==> src/rtl/booth_pkg.sv <==
// ============================================================================
// Module : booth_pkg
// Brief  : Shared state encoding and width helper for the Booth multiplier.
// Rev    : 1.0  initial release
// ============================================================================
`default_nettype none

package booth_pkg;

    typedef enum logic [1:0] {
        IDLE = 2'd0,
        CALC = 2'd1,
        DONE = 2'd2
    } state_t;

    // One guard bit lets unsigned operands and the most negative signed
    // multiplicand share one datapath.
    function automatic int ext_w(input int width);
        return width + 1;
    endfunction

endpackage

`default_nettype wire

==> src/rtl/booth_step.sv <==
// ============================================================================
// Module : booth_step
// Brief  : One radix-2 Booth iteration: conditional add/sub, then arithmetic
//          right shift of {A,Q,q_1}.
// Rev    : 1.0  initial release
// ============================================================================
`default_nettype none

module booth_step #(
    parameter int E = 9
) (
    input  logic [E-1:0] i_a,
    input  logic [E-1:0] i_q,
    input  logic         i_q_1,
    input  logic [E-1:0] i_m,
    output logic [E-1:0] o_a,
    output logic [E-1:0] o_q,
    output logic         o_q_1
);

    logic [E-1:0] w_sum;

    always_comb begin
        w_sum = i_a;
        case ({i_q[0], i_q_1})
            2'b01:   w_sum = i_a + i_m;
            2'b10:   w_sum = i_a - i_m;
            default: w_sum = i_a;
        endcase
    end

    assign o_a   = {w_sum[E-1], w_sum[E-1:1]};
    assign o_q   = {w_sum[0], i_q[E-1:1]};
    assign o_q_1 = i_q[0];

endmodule

`default_nettype wire

==> src/rtl/booth_mult_seq.sv <==
// ============================================================================
// Module : booth_mult_seq
// Brief  : Sequential radix-2 Booth multiplier, WIDTH x WIDTH -> 2*WIDTH,
//          signed/unsigned per operation, valid/ready on both sides.
//          Optional macro BOOTH_ZERO_SKIP_EN: zero operand bypasses CALC.
// Rev    : 1.0  initial release
// ============================================================================
`default_nettype none

module booth_mult_seq
    import booth_pkg::*;
#(
    parameter int WIDTH = 8
) (
    input  logic                 clk,
    input  logic                 rst,
    input  logic                 in_valid,
    output logic                 in_ready,
    input  logic                 signed_mode,
    input  logic [WIDTH-1:0]     multiplicand,
    input  logic [WIDTH-1:0]     multiplier,
    output logic                 out_valid,
    input  logic                 out_ready,
    output logic [2*WIDTH-1:0]   product
);

    localparam int c_E     = ext_w(WIDTH);
    localparam int c_CNT_W = $clog2(WIDTH + 2);
    localparam logic [c_CNT_W-1:0] c_CNT_INIT = c_CNT_W'(c_E);
    localparam logic [c_CNT_W-1:0] c_CNT_LAST = c_CNT_W'(1);

    state_t             r_state;
    logic [c_E-1:0]     r_a;
    logic [c_E-1:0]     r_q;
    logic [c_E-1:0]     r_m;
    logic               r_q_1;
    logic [c_CNT_W-1:0] r_count;

    logic [c_E-1:0]     w_a_nxt;
    logic [c_E-1:0]     w_q_nxt;
    logic               w_q_1_nxt;
    logic [c_E-1:0]     w_m_ext;
    logic [c_E-1:0]     w_q_ext;
    logic               w_skip;

    assign w_m_ext = {signed_mode & multiplicand[WIDTH-1], multiplicand};
    assign w_q_ext = {signed_mode & multiplier[WIDTH-1], multiplier};

`ifdef BOOTH_ZERO_SKIP_EN
    assign w_skip = (multiplicand == '0) || (multiplier == '0);
`else
    assign w_skip = 1'b0;
`endif

    booth_step #(.E(c_E)) u_step (
        .i_a   (r_a),
        .i_q   (r_q),
        .i_q_1 (r_q_1),
        .i_m   (r_m),
        .o_a   (w_a_nxt),
        .o_q   (w_q_nxt),
        .o_q_1 (w_q_1_nxt)
    );

    always_ff @(posedge clk) begin
        if (rst) begin
            r_state   <= IDLE;
            r_a       <= '0;
            r_q       <= '0;
            r_m       <= '0;
            r_q_1     <= 1'b0;
            r_count   <= '0;
            in_ready  <= 1'b1;
            out_valid <= 1'b0;
            product   <= '0;
        end else begin
            case (r_state)
                IDLE: begin
                    if (in_valid) begin
                        in_ready <= 1'b0;
                        if (w_skip) begin
                            product   <= '0;
                            out_valid <= 1'b1;
                            r_state   <= DONE;
                        end else begin
                            r_m     <= w_m_ext;
                            r_q     <= w_q_ext;
                            r_a     <= '0;
                            r_q_1   <= 1'b0;
                            r_count <= c_CNT_INIT;
                            r_state <= CALC;
                        end
                    end
                end
                CALC: begin
                    r_a     <= w_a_nxt;
                    r_q     <= w_q_nxt;
                    r_q_1   <= w_q_1_nxt;
                    r_count <= r_count - 1'b1;
                    // Low 2*WIDTH bits of the shifted {A,Q} hold the product.
                    if (r_count == c_CNT_LAST) begin
                        product   <= {w_a_nxt[WIDTH-2:0], w_q_nxt};
                        out_valid <= 1'b1;
                        r_state   <= DONE;
                    end
                end
                DONE: begin
                    if (out_ready) begin
                        out_valid <= 1'b0;
                        in_ready  <= 1'b1;
                        r_state   <= IDLE;
                    end
                end
                default: begin
                    out_valid <= 1'b0;
                    in_ready  <= 1'b1;
                    r_state   <= IDLE;
                end
            endcase
        end
    end

endmodule

`default_nettype wire

==> config.mk <==
export PLATFORM = sky130hd
export DESIGN_NAME = booth_mult_seq
export DESIGN_NICKNAME = d
export VERILOG_FILES = /design/src/rtl/booth_pkg.sv /design/src/rtl/booth_step.sv /design/src/rtl/booth_mult_seq.sv
export SDC_FILE = /design/constraint.sdc
export NUM_CORES = 1
export LEC_CHECK = 0
export BUFFER_PORTS_ARGS = -buffer_cell sky130_fd_sc_hd__buf_2
export CAP_MARGIN = 20
export CELL_PAD_IN_SITES_DETAIL_PLACEMENT = 0
export CELL_PAD_IN_SITES_GLOBAL_PLACEMENT = 1
export CORE_AREA = 2 2 97 71
export CTS_BUF_LIST = sky130_fd_sc_hd__clkbuf_4 sky130_fd_sc_hd__clkbuf_8
export DETAILED_ROUTE_END_ITERATION = 8
export DIE_AREA = 0 0 99 73
export PLACE_DENSITY = 0.77
export SLEW_MARGIN = 10
export SYNTH_ARGS = -nofsm -noshare
export SYNTH_HDL_FRONTEND = slang
export SYNTH_SLANG_ARGS = --single-unit
==> constraint.sdc <==
create_clock -name clk -period 2.8 [get_ports clk]
set_input_delay 0.56 -clock clk [delete_from_list [all_inputs] [get_ports clk]]
set_output_delay 0.56 -clock clk [all_outputs]
set_load 0.05 [all_outputs]
==> results.json, run 1 <==
{
  "cts_resized": 0,
  "vias": 2338,
  "synth_top_area_share_pct": 39.2,
  "fin_crit_sh_pct": 88.9,
  "slowest_stage": "dfxtp_1",
  "grt_usage_pct": 18.0,
  "arrival_ps": 2690,
  "synth_cell_type_count": 42,
  "final_max_slew_viol_count": 0,
  "min_from": "product[10]",
  "yosys.area.top_type": "dfxtp_1",
  "cellLeakagePower_uw": 0.00114,
  "die_h_um": 73,
  "fin_crit_ps": 2490,
  "synth_area_per_cell_um2": 7.89,
  "gp_congestion": 0.829,
  "io_pins": 39,
  "async_reset_ff_share_pct": 0,
  "nets": 394,
  "ys_seq_area_share_pct": 39.2,
  "post_drt_wl_per_cell_um": 13.8,
  "drt_iter0_markers": 80,
  "regArea_mm2": 0.00102,
  "rsz0062_at_grt": "no",
  "placedCellCount": 434,
  "critPathMaxStageDelay_ps": 380,
  "clkTransAtPathRegs_ps": 100,
  "skew_ps": 14.2,
  "cp-end-kind": "flop",
  "grt_pass1_vias": 2116,
  "cts_setup_buffers": 0,
  "gr-total-overflow": 0,
  "die_x_um": 99,
  "drive_gt1_share_pct": 15.0,
  "syn_inst": 330,
  "irDropWorstVdd_mv": 0.247,
  "cts_sinks": 51,
  "crit_chain": "nor4_2 > a21oi_1 > xnor2_1 > ha_1 > or3_1 > a31oi_1 > nor3_1 > o21ai_0 > nand3_1",
  "portBuffers": 38,
  "power_uw": 1820,
  "synth_enable_flop_cells": 0,
  "ys_top_cells_by_area": "dfxtp_1, a21oi_1, nand2_1",
  "layout.cells.non_filler": 442,
  "setup_tns_ps": 0,
  "cts_buffers": 5,
  "drc": 0,
  "vias_per_cell": 5.29,
  "yosys.cell_count.top_type": "nand2_1",
  "wirelength_mm": 6.10,
  "hold_slack_ps": 456,
  "placementRows": 25,
  "setup_violations": 0,
  "max_freq_ghz": 0.402,
  "area_growth_pct": 13.5,
  "cts_hold_buf": 0,
  "critPathTopFamily": "simple AND/OR/NAND/NOR gates",
  "cts_tree": "built",
  "power_density_mw_per_mm2": 616,
  "antenna_found_initial": 0,
  "syn_nets": 364,
  "max_cap_viol_count": 0,
  "cp-start-kind": "flop",
  "worst_slew_pin_slew_ps": 752,
  "htreeDepth": 2,
  "synth.cell_area_mm2": 0.00260,
  "hp-class": "reg2reg",
  "status": "complete, no violations",
  "worstPathMaxFanout": 6,
  "fillers": 672,
  "relSlewSlack_pct": 49.7,
  "dp_hpwl_mm": 4.34,
  "cp.buffers_inverters": 0,
  "die_area_mm2": 0.00723,
  "ant_nets": 0,
  "n_antenna_cell": 0,
  "ys.warnings.count": 0,
  "multiInputGateArea_mm2": 0.00145,
  "hold_viol": 0,
  "ys_ff_latch": 51,
  "ys_top_cells_by_count": "nand2_1, dfxtp_1, a21oi_1, nor2_1, nand3_1",
  "root_buffer": "clkbuf_8",
  "grt_max_degree": 41,
  "critical_path_class": "reg2reg",
  "required_ps": 3000,
  "clk_latency_ps": 310,
  "grt_pass1_wl_mm": 10.5,
  "initial_core_util_pct": 40.6,
  "startpoint": "r_m[2]",
  "cts_buffer_depth": 2,
  "synth_top_flop_cell": "dfxtp_1",
  "rr_startpoint": "r_m[2]",
  "drt_first_pass_iters": 4,
  "design.core.area_mm2": 0.00641
}
-- stage by stage --
stage	setup WS (ps)	utilization [%]	area, um2
global route	102	46.1	2960
global placement	395	44.3	2840
floorplan	552	-	2600
CTS	313	46.1	2960
finish	310	46.1	2960
detailed placement	331	44.3	2840
-- final cells by class --
class                   instances  area share (%)
multi-input cells             249            49.1
flip-flops and latches         51            34.5
repair buffers                 43            7.71
well taps                      81            3.43
clock buffers                   5            2.33
clock inverters                 3            1.61
inverters                      10            1.27
-- worst min-delay path, stage by stage, from the launching register on --
cell and delay [ps]:
dfxtp_1 320, nand2_1 50, a21oi_1 50
-- registers in the layout, summed over array words and instances (netlist names) --
name / cells
out_valid: 1
r_m: 9
product: 16
r_q_1: 1
r_state: 2
r_q: 9
in_ready: 1
r_a: 8
r_count: 4
-- cell usage in the layout (no fill, tap or decap), types with 4 or more instances in the layout --
| cell type | count |
|---|---|
| nand2_1 | 60 |
| dfxtp_1 | 51 |
| a21oi_1 | 46 |
| buf_2 | 38 |
| nor2_1 | 25 |
| nand3_1 | 16 |
| nor3_1 | 12 |
| ha_1 | 12 |
| inv_1 | 9 |
| xnor2_1 | 9 |
| a22oi_1 | 9 |
| a31oi_1 | 6 |
| a211oi_1 | 6 |
| o21ai_0 | 5 |
| nand3b_1 | 5 |
| clkbuf_8 | 5 |
| buf_4 | 5 |
| mux2i_1 | 4 |
-- metal layers --
metal / global-route usage, % / vias up / share of wire (%)
li1: - / 1214 / -
met1: 27.0 / 1056 / 56
met2: 26.3 / 61 / 39
met3: 3.83 / 7 / 4.4
met4: 4.11 / 0 / 0.87
met5: 0 / - / 0
-- power breakdown --
part / internal [uW] / switching [uW] / total (uW)
clock: 271 / 266 / 537
sequential: 768 / 41.9 / 810
combinational: 183 / 291 / 473
total: 1220 / 598 / 1820
-- final timing paths --
check / depth (start not counted) / endpoint / slack, ps
setup / recovery: 9 / product[15] / 310
hold / removal: 2 / product[10] / 460
setup reg to reg: 9 / product[15] / 310
hold reg to reg: 2 / product[10] / 460
-- cell families (layout without fill, tap and decap cells) --
group | after synthesis | in the layout | share of synthesized area, %
XOR/XNOR | 10 | 10 | 3.36
flip-flops | 51 | 51 | 39.2
adder cells (fa/ha/maj) | 13 | 13 | 6.54
AO/OA/AOI/OAI | 88 | 88 | 20.6
buffers and inverters | 30 | 61 | 5.05
multiplexers | 4 | 4 | 1.54
AND/OR/NAND/NOR | 134 | 134 | 23.7
No activity file was read; power rests on OpenSTA's default activity.
==> run 2, diff against run 1 <==
ABC_AREA = 1   (was default)
CORE_AREA = 2 2 98 72   (was 2 2 97 71)
DIE_AREA = 0 0 100 74   (was 0 0 99 73)
PLACE_DENSITY = 0.78   (was 0.77)
==> results.json, run 2 <==
{
  "critical_path_class": "reg2reg",
  "combPwrFrac_pct": 27.8,
  "nets": 442,
  "p_int_uw": 1150,
  "yosys.area.top_type": "dfxtp_1",
  "cts_hold_buf": 0,
  "setup_tns_ps": 0,
  "regMostFlops": "product",
  "r2r-end": "product[15]",
  "max_freq_ghz": 0.421,
  "switching_share_pct": 34.2,
  "cts_sinks": 51,
  "wirelength_mm": 6.12,
  "rsz0062_at_grt": "no",
  "cp-end-kind": "flop",
  "io_pins": 39,
  "fillers": 683,
  "largest_register_ffs": 16,
  "design.core.area_mm2": 0.00651,
  "min_path_cells": 2,
  "cts_buffers": 5,
  "drive_gt1_share_pct": 15.9,
  "drt_first_pass_iters": 4,
  "power.share.sequential_pct": 46.1,
  "portBuffers": 38,
  "skew_ps": 12.4,
  "cts_resized": 0,
  "ant_nets": 0,
  "root_buffer": "clkbuf_8",
  "grt_pass1_wl_mm": 10.1,
  "setup_violations": 0,
  "fin_crit_sh_pct": 84.8,
  "vias": 2336,
  "max_cap_viol_count": 0,
  "grt_usage_pct": 17.5,
  "final_max_slew_viol_count": 0,
  "synth_top_area_share_pct": 38.5,
  "post_drt_wl_per_cell_um": 12.5,
  "die_x_um": 100,
  "cts_buffer_depth": 2,
  "ys.warnings.count": 0,
  "drt_iter0_markers": 95,
  "cellLeakagePower_uw": 0.00139,
  "grt_max_degree": 40,
  "worst_slew_pin_slew_ps": 437,
  "synth_cell_type_count": 36,
  "gr-total-overflow": 0,
  "p_clk_share_pct": 26.1,
  "drc": 0,
  "reg_top3": "product x16, r_m x9, r_q x9",
  "power_uw": 1750,
  "cts_setup_buffers": 0,
  "gp_congestion": 0.856,
  "initial_core_util_pct": 40.7,
  "die_h_um": 74,
  "synth.cell_area_mm2": 0.00265,
  "async_reset_ff_share_pct": 0,
  "ys_top_cells_by_count": "nand2_1, dfxtp_1, inv_1, a21oi_1, nor2_1",
  "synth_top_flop_cell": "dfxtp_1",
  "power_density_mw_per_mm2": 589,
  "irDropWorstVdd_mv": 0.214,
  "status": "complete, no violations",
  "synth_enable_flop_cells": 0,
  "antenna_found_initial": 0,
  "ys_top_cells_by_area": "dfxtp_1, nand2_1, a21oi_1",
  "p_switching_uw": 598,
  "rr_startpoint": "r_m[1]",
  "mostFrequentLayoutCells": "nand2_1, dfxtp_1, buf_2",
  "n_antenna_cell": 0,
  "die_area_mm2": 0.00740,
  "required_ps": 3010,
  "arrival_ps": 2580,
  "yosys.cell_count.top_type": "nand2_1",
  "dp_hpwl_mm": 4.56,
  "htreeDepth": 2,
  "min_from": "product[3]",
  "hold_viol": 0,
  "clk_latency_ps": 310,
  "hold_path_end": "product[3]",
  "grt_pass1_vias": 2074,
  "startpoint": "r_m[1]",
  "clkTransAtPathRegs_ps": 100,
  "area_growth_pct": 12.1,
  "hold_slack_ps": 461,
  "r2r_setup_slack_ps": 430,
  "cp-start-kind": "flop",
  "syn_nets": 408,
  "worstPathMaxFanout": 5,
  "fin_crit_ps": 2370,
  "relSlewSlack_pct": 70.9,
  "hp-class": "reg2reg",
  "ys_ff_latch": 51,
  "cts_tree": "built",
  "vias_per_cell": 4.77,
  "ys_seq_area_share_pct": 38.5,
  "final_common_cell": "nand2_1",
  "synth_area_per_cell_um2": 7.08,
  "syn_inst": 374,
  "placementRows": 25,
  "r2r_cells": 17
}
## run 2: cells by family after synthesis
family	count (synthesis)	share of synthesized area, %
and+or+nand+nor	176	28.3
AOI/OAI and AO/OA	71	15.1
buffers and inverters	57	9.64
DFF	51	38.5
adders and majority gates	13	6.42
xor gates and xnor gates	6	1.98
## run 2: worst max path at each step
stage | end | slack (ps) | cells past startpoint
finish | product[15] | 430 | 17
global placement | product[15] | 530 | 17
detailed placement | product[15] | 470 | 17
global route | product[15] | 100 | 17
CTS | product[15] | 450 | 17
floorplan | product[15] | 700 | 15
## run 2: per-layer routing
layer | GRT usage [%] | vias up | wire, um
met5 | 0 | - | 0
met4 | 5.02 | 0 | 60
met3 | 3.67 | 7 | 258
met2 | 25.2 | 51 | 2420
met1 | 26.4 | 1008 | 3380
li1 | - | 1270 | -
## run 2: final cells by class
class / count / area, um2 / area share [%]
inverter: 43 / 164 / 5.52
tap: 81 / 101 / 3.41
clock inverter: 1 / 8.76 / 0.295
timing repair buffer: 41 / 213 / 7.16
clock buffer: 7 / 90.1 / 3.03
sequential: 51 / 1020 / 34.4
multi-input combinational: 266 / 1370 / 46.2
## run 2: stage by stage
| stage | worst slack [ps] | instance area (um2) | instances | utilization (%) |
|---|---|---|---|---|
| 4_1_cts | 446 | 2970 | 490 | 45.7 |
| 3_5_place_dp | 470 | 2870 | 482 | 44.1 |
| 5_1_grt | 102 | 2970 | 490 | 45.7 |
| 3_3_place_gp | 530 | 2870 | 482 | 44.1 |
| 2_1_floorplan | 702 | 2650 | 374 | - |
| 6_report | 425 | 2970 | 490 | 45.7 |
## run 2: power groups by stage
stage / combinational (uW) / clock [uW] / sequential [uW]
floorplan: 357 / 0 / 851
global placement: 489 / 0 / 821
detailed placement: 490 / 0 / 822
CTS: 491 / 474 / 806
global route: 559 / 498 / 812
finish: 486 / 457 / 806
## run 2: worst max-delay path, stage by stage (launching register included)
cell,delay (ps)
dfxtp_1,310
inv_1,110
ha_1,190
nand2_1,90
o21ai_2,210
nand2_1,90
xor2_1,150
ha_1,350
nand2_1,100
inv_1,50
a21oi_1,200
nand2_1,80
nand2_1,50
nand3_1,80
nand2_1,80
nand2_1,50
nand2_1,50
inv_1,30
==> run 3, diff against run 2 <==
CORE_AREA = 2 2 103 75   (was 2 2 98 72)
DIE_AREA = 0 0 105 77   (was 0 0 100 74)
PLACE_DENSITY = 0.75   (was 0.78)
clock period = 2.1 ns   (was 2.8 ns; I/O delays follow)
==> results.json, run 3 (synthesis gave the netlist of run 2 again) <==
{
  "relSlewSlack_pct": 69.2,
  "worst_slew_pin_slew_ps": 463,
  "hold_path_end": "r_q[6]",
  "min_path_cells": 3,
  "clkTransAtPathRegs_ps": 100,
  "min_from": "multiplier[6]",
  "mostFrequentLayoutCells": "nand2_1, dfxtp_1, buf_2",
  "clk_latency_ps": 320,
  "wirelength_mm": 7.02,
  "irDropWorstVdd_mv": 0.369,
  "cts_tree": "built",
  "drt_iter0_markers": 100,
  "violations": "negative setup slack",
  "power_uw": 2710,
  "hold_viol": 0,
  "grt_pass1_vias": 2416,
  "grt_max_degree": 25,
  "r2r_setup_slack_ps": -140,
  "critPathMaxStageDelay_ps": 340,
  "fin_crit_sh_pct": 107,
  "grt_pass1_wl_mm": 11.8,
  "ant_nets": 0,
  "arrival_ps": 2460,
  "cts_hold_buf": 0,
  "antenna_found_initial": 0,
  "setup_ws_ps": -142,
  "vias": 2478,
  "final_max_slew_viol_count": 0,
  "die_h_um": 77,
  "io_pins": 39,
  "gr-total-overflow": 0,
  "power_density_mw_per_mm2": 802,
  "gp_congestion": 0.878,
  "cp-end-kind": "flop",
  "required_ps": 2320,
  "rsz0062_at_grt": "yes",
  "reg_top3": "product x16, r_m x9, r_q x9",
  "finish.instance_area_mm2": 0.00338,
  "cts_buffer_depth": 2,
  "max_cap_viol_count": 0,
  "skew_ps": 6.11,
  "max_freq_ghz": 0.446,
  "fin_crit_ps": 2240,
  "drt_first_pass_iters": 4,
  "cp-start-kind": "flop",
  "vias_per_cell": 4.65,
  "setup_violations": 9,
  "hold_slack_ps": 352,
  "drc": 0,
  "worstPathMaxFanout": 3,
  "grt_usage_pct": 18.5,
  "n_antenna_cell": 0,
  "die_area_mm2": 0.00809,
  "dpl_cell_area_mm2": 0.00304,
  "status": "finished with violations",
  "critical_path_class": "reg2reg",
  "root_buffer": "clkbuf_8",
  "area_growth_pct": 27.6,
  "largest_register_ffs": 16,
  "placementRows": 26,
  "r2r-end": "product[14]",
  "nets": 468,
  "final_common_cell": "nand2_1",
  "initial_core_util_pct": 37.4,
  "design.core.area_mm2": 0.00709,
  "r2r_cells": 15,
  "dp_hpwl_mm": 4.79,
  "cts_buffers": 5,
  "cellLeakagePower_uw": 0.00155,
  "drive_gt1_share_pct": 29.0,
  "portBuffers": 38,
  "die_x_um": 105,
  "htreeDepth": 2,
  "rr_startpoint": "r_m[0]",
  "crit_chain": "inv_2 > ha_4 > nand2_4 > o21ai_4 > nand2_2 > xor2_2 > ha_1 > buf_4 > buf_4 > inv_1 > nand4_1 > nand3_1 > nand2_1 > o21ai_1 > inv_1",
  "slowest_stage": "dfxtp_2",
  "regMostFlops": "product",
  "post_drt_wl_per_cell_um": 13.2,
  "hp-class": "in2reg",
  "startpoint": "r_m[0]",
  "cts_sinks": 51
}
[run 3: what timing repair did]
| action | 4_1_cts | 5_1_grt |
|---|---|---|
| endpoints found under the setup margin | 11 | 12 |
| pin swaps | 21 | 18 |
| gates cloned | 0 | 0 |
| buffers inserted | 4 | 3 |
| gates resized for setup | 30 | 20 |
[run 3: critical path, delay by kind of cell (launching register included)]
| family | cells | cell delay [ps] |
|---|---|---|
| AO/OA/AOI/OAI | 2 | 310 |
| XOR/XNOR | 1 | 150 |
| adder cells (fa/ha/maj) | 2 | 490 |
| buffers and inverters | 5 | 460 |
| flip-flops | 1 | 340 |
| AND/OR/NAND/NOR | 5 | 390 |
[run 3: power breakdown]
part           total, uW  switching, uW  internal (uW)
sequential          1080           48.3           1030
clock                740            353            386
combinational        892            521            371
[run 3: final cells by class]
type                    instances  area [um2]
fillers                       763        3710
multi-input cells             266        1530
flip-flops and latches         51        1030
repair buffers                 67         412
inverters                      43         169
well taps                      98         123
clock buffers                   6        82.6
clock inverters                 2        35.0
[run 3: stage by stage]
step           utilization (%)  cells  setup WS, ps  setup TNS (ps)
6_report                  47.7    533          -142            -550
5_1_grt                   47.7    533          -321           -2340
4_1_cts                   46.5    530         -43.7           -43.7
3_5_place_dp              42.8    518          -232           -1260
3_3_place_gp              42.8    518          -195            -853
2_1_floorplan                -    374          1.92               0
[run 3: routing by layer]
layer | global-route usage [%] | up-vias | wire (um)
met5 | 0 | - | 0
met4 | 4.93 | 0 | 95
met1 | 26.8 | 1117 | 3760
li1 | - | 1318 | -
met3 | 4.25 | 10 | 227
met2 | 27.5 | 33 | 2940
[run 3: worst max-delay path by stage]
stage	to	slack, ps	cells past startpoint
5_1_grt	product[14]	-320	15
3_5_place_dp	product[12]	-230	16
2_1_floorplan	product[15]	2	15
3_3_place_gp	product[12]	-200	16
4_1_cts	product[15]	-40	17
6_report	product[14]	-140	15
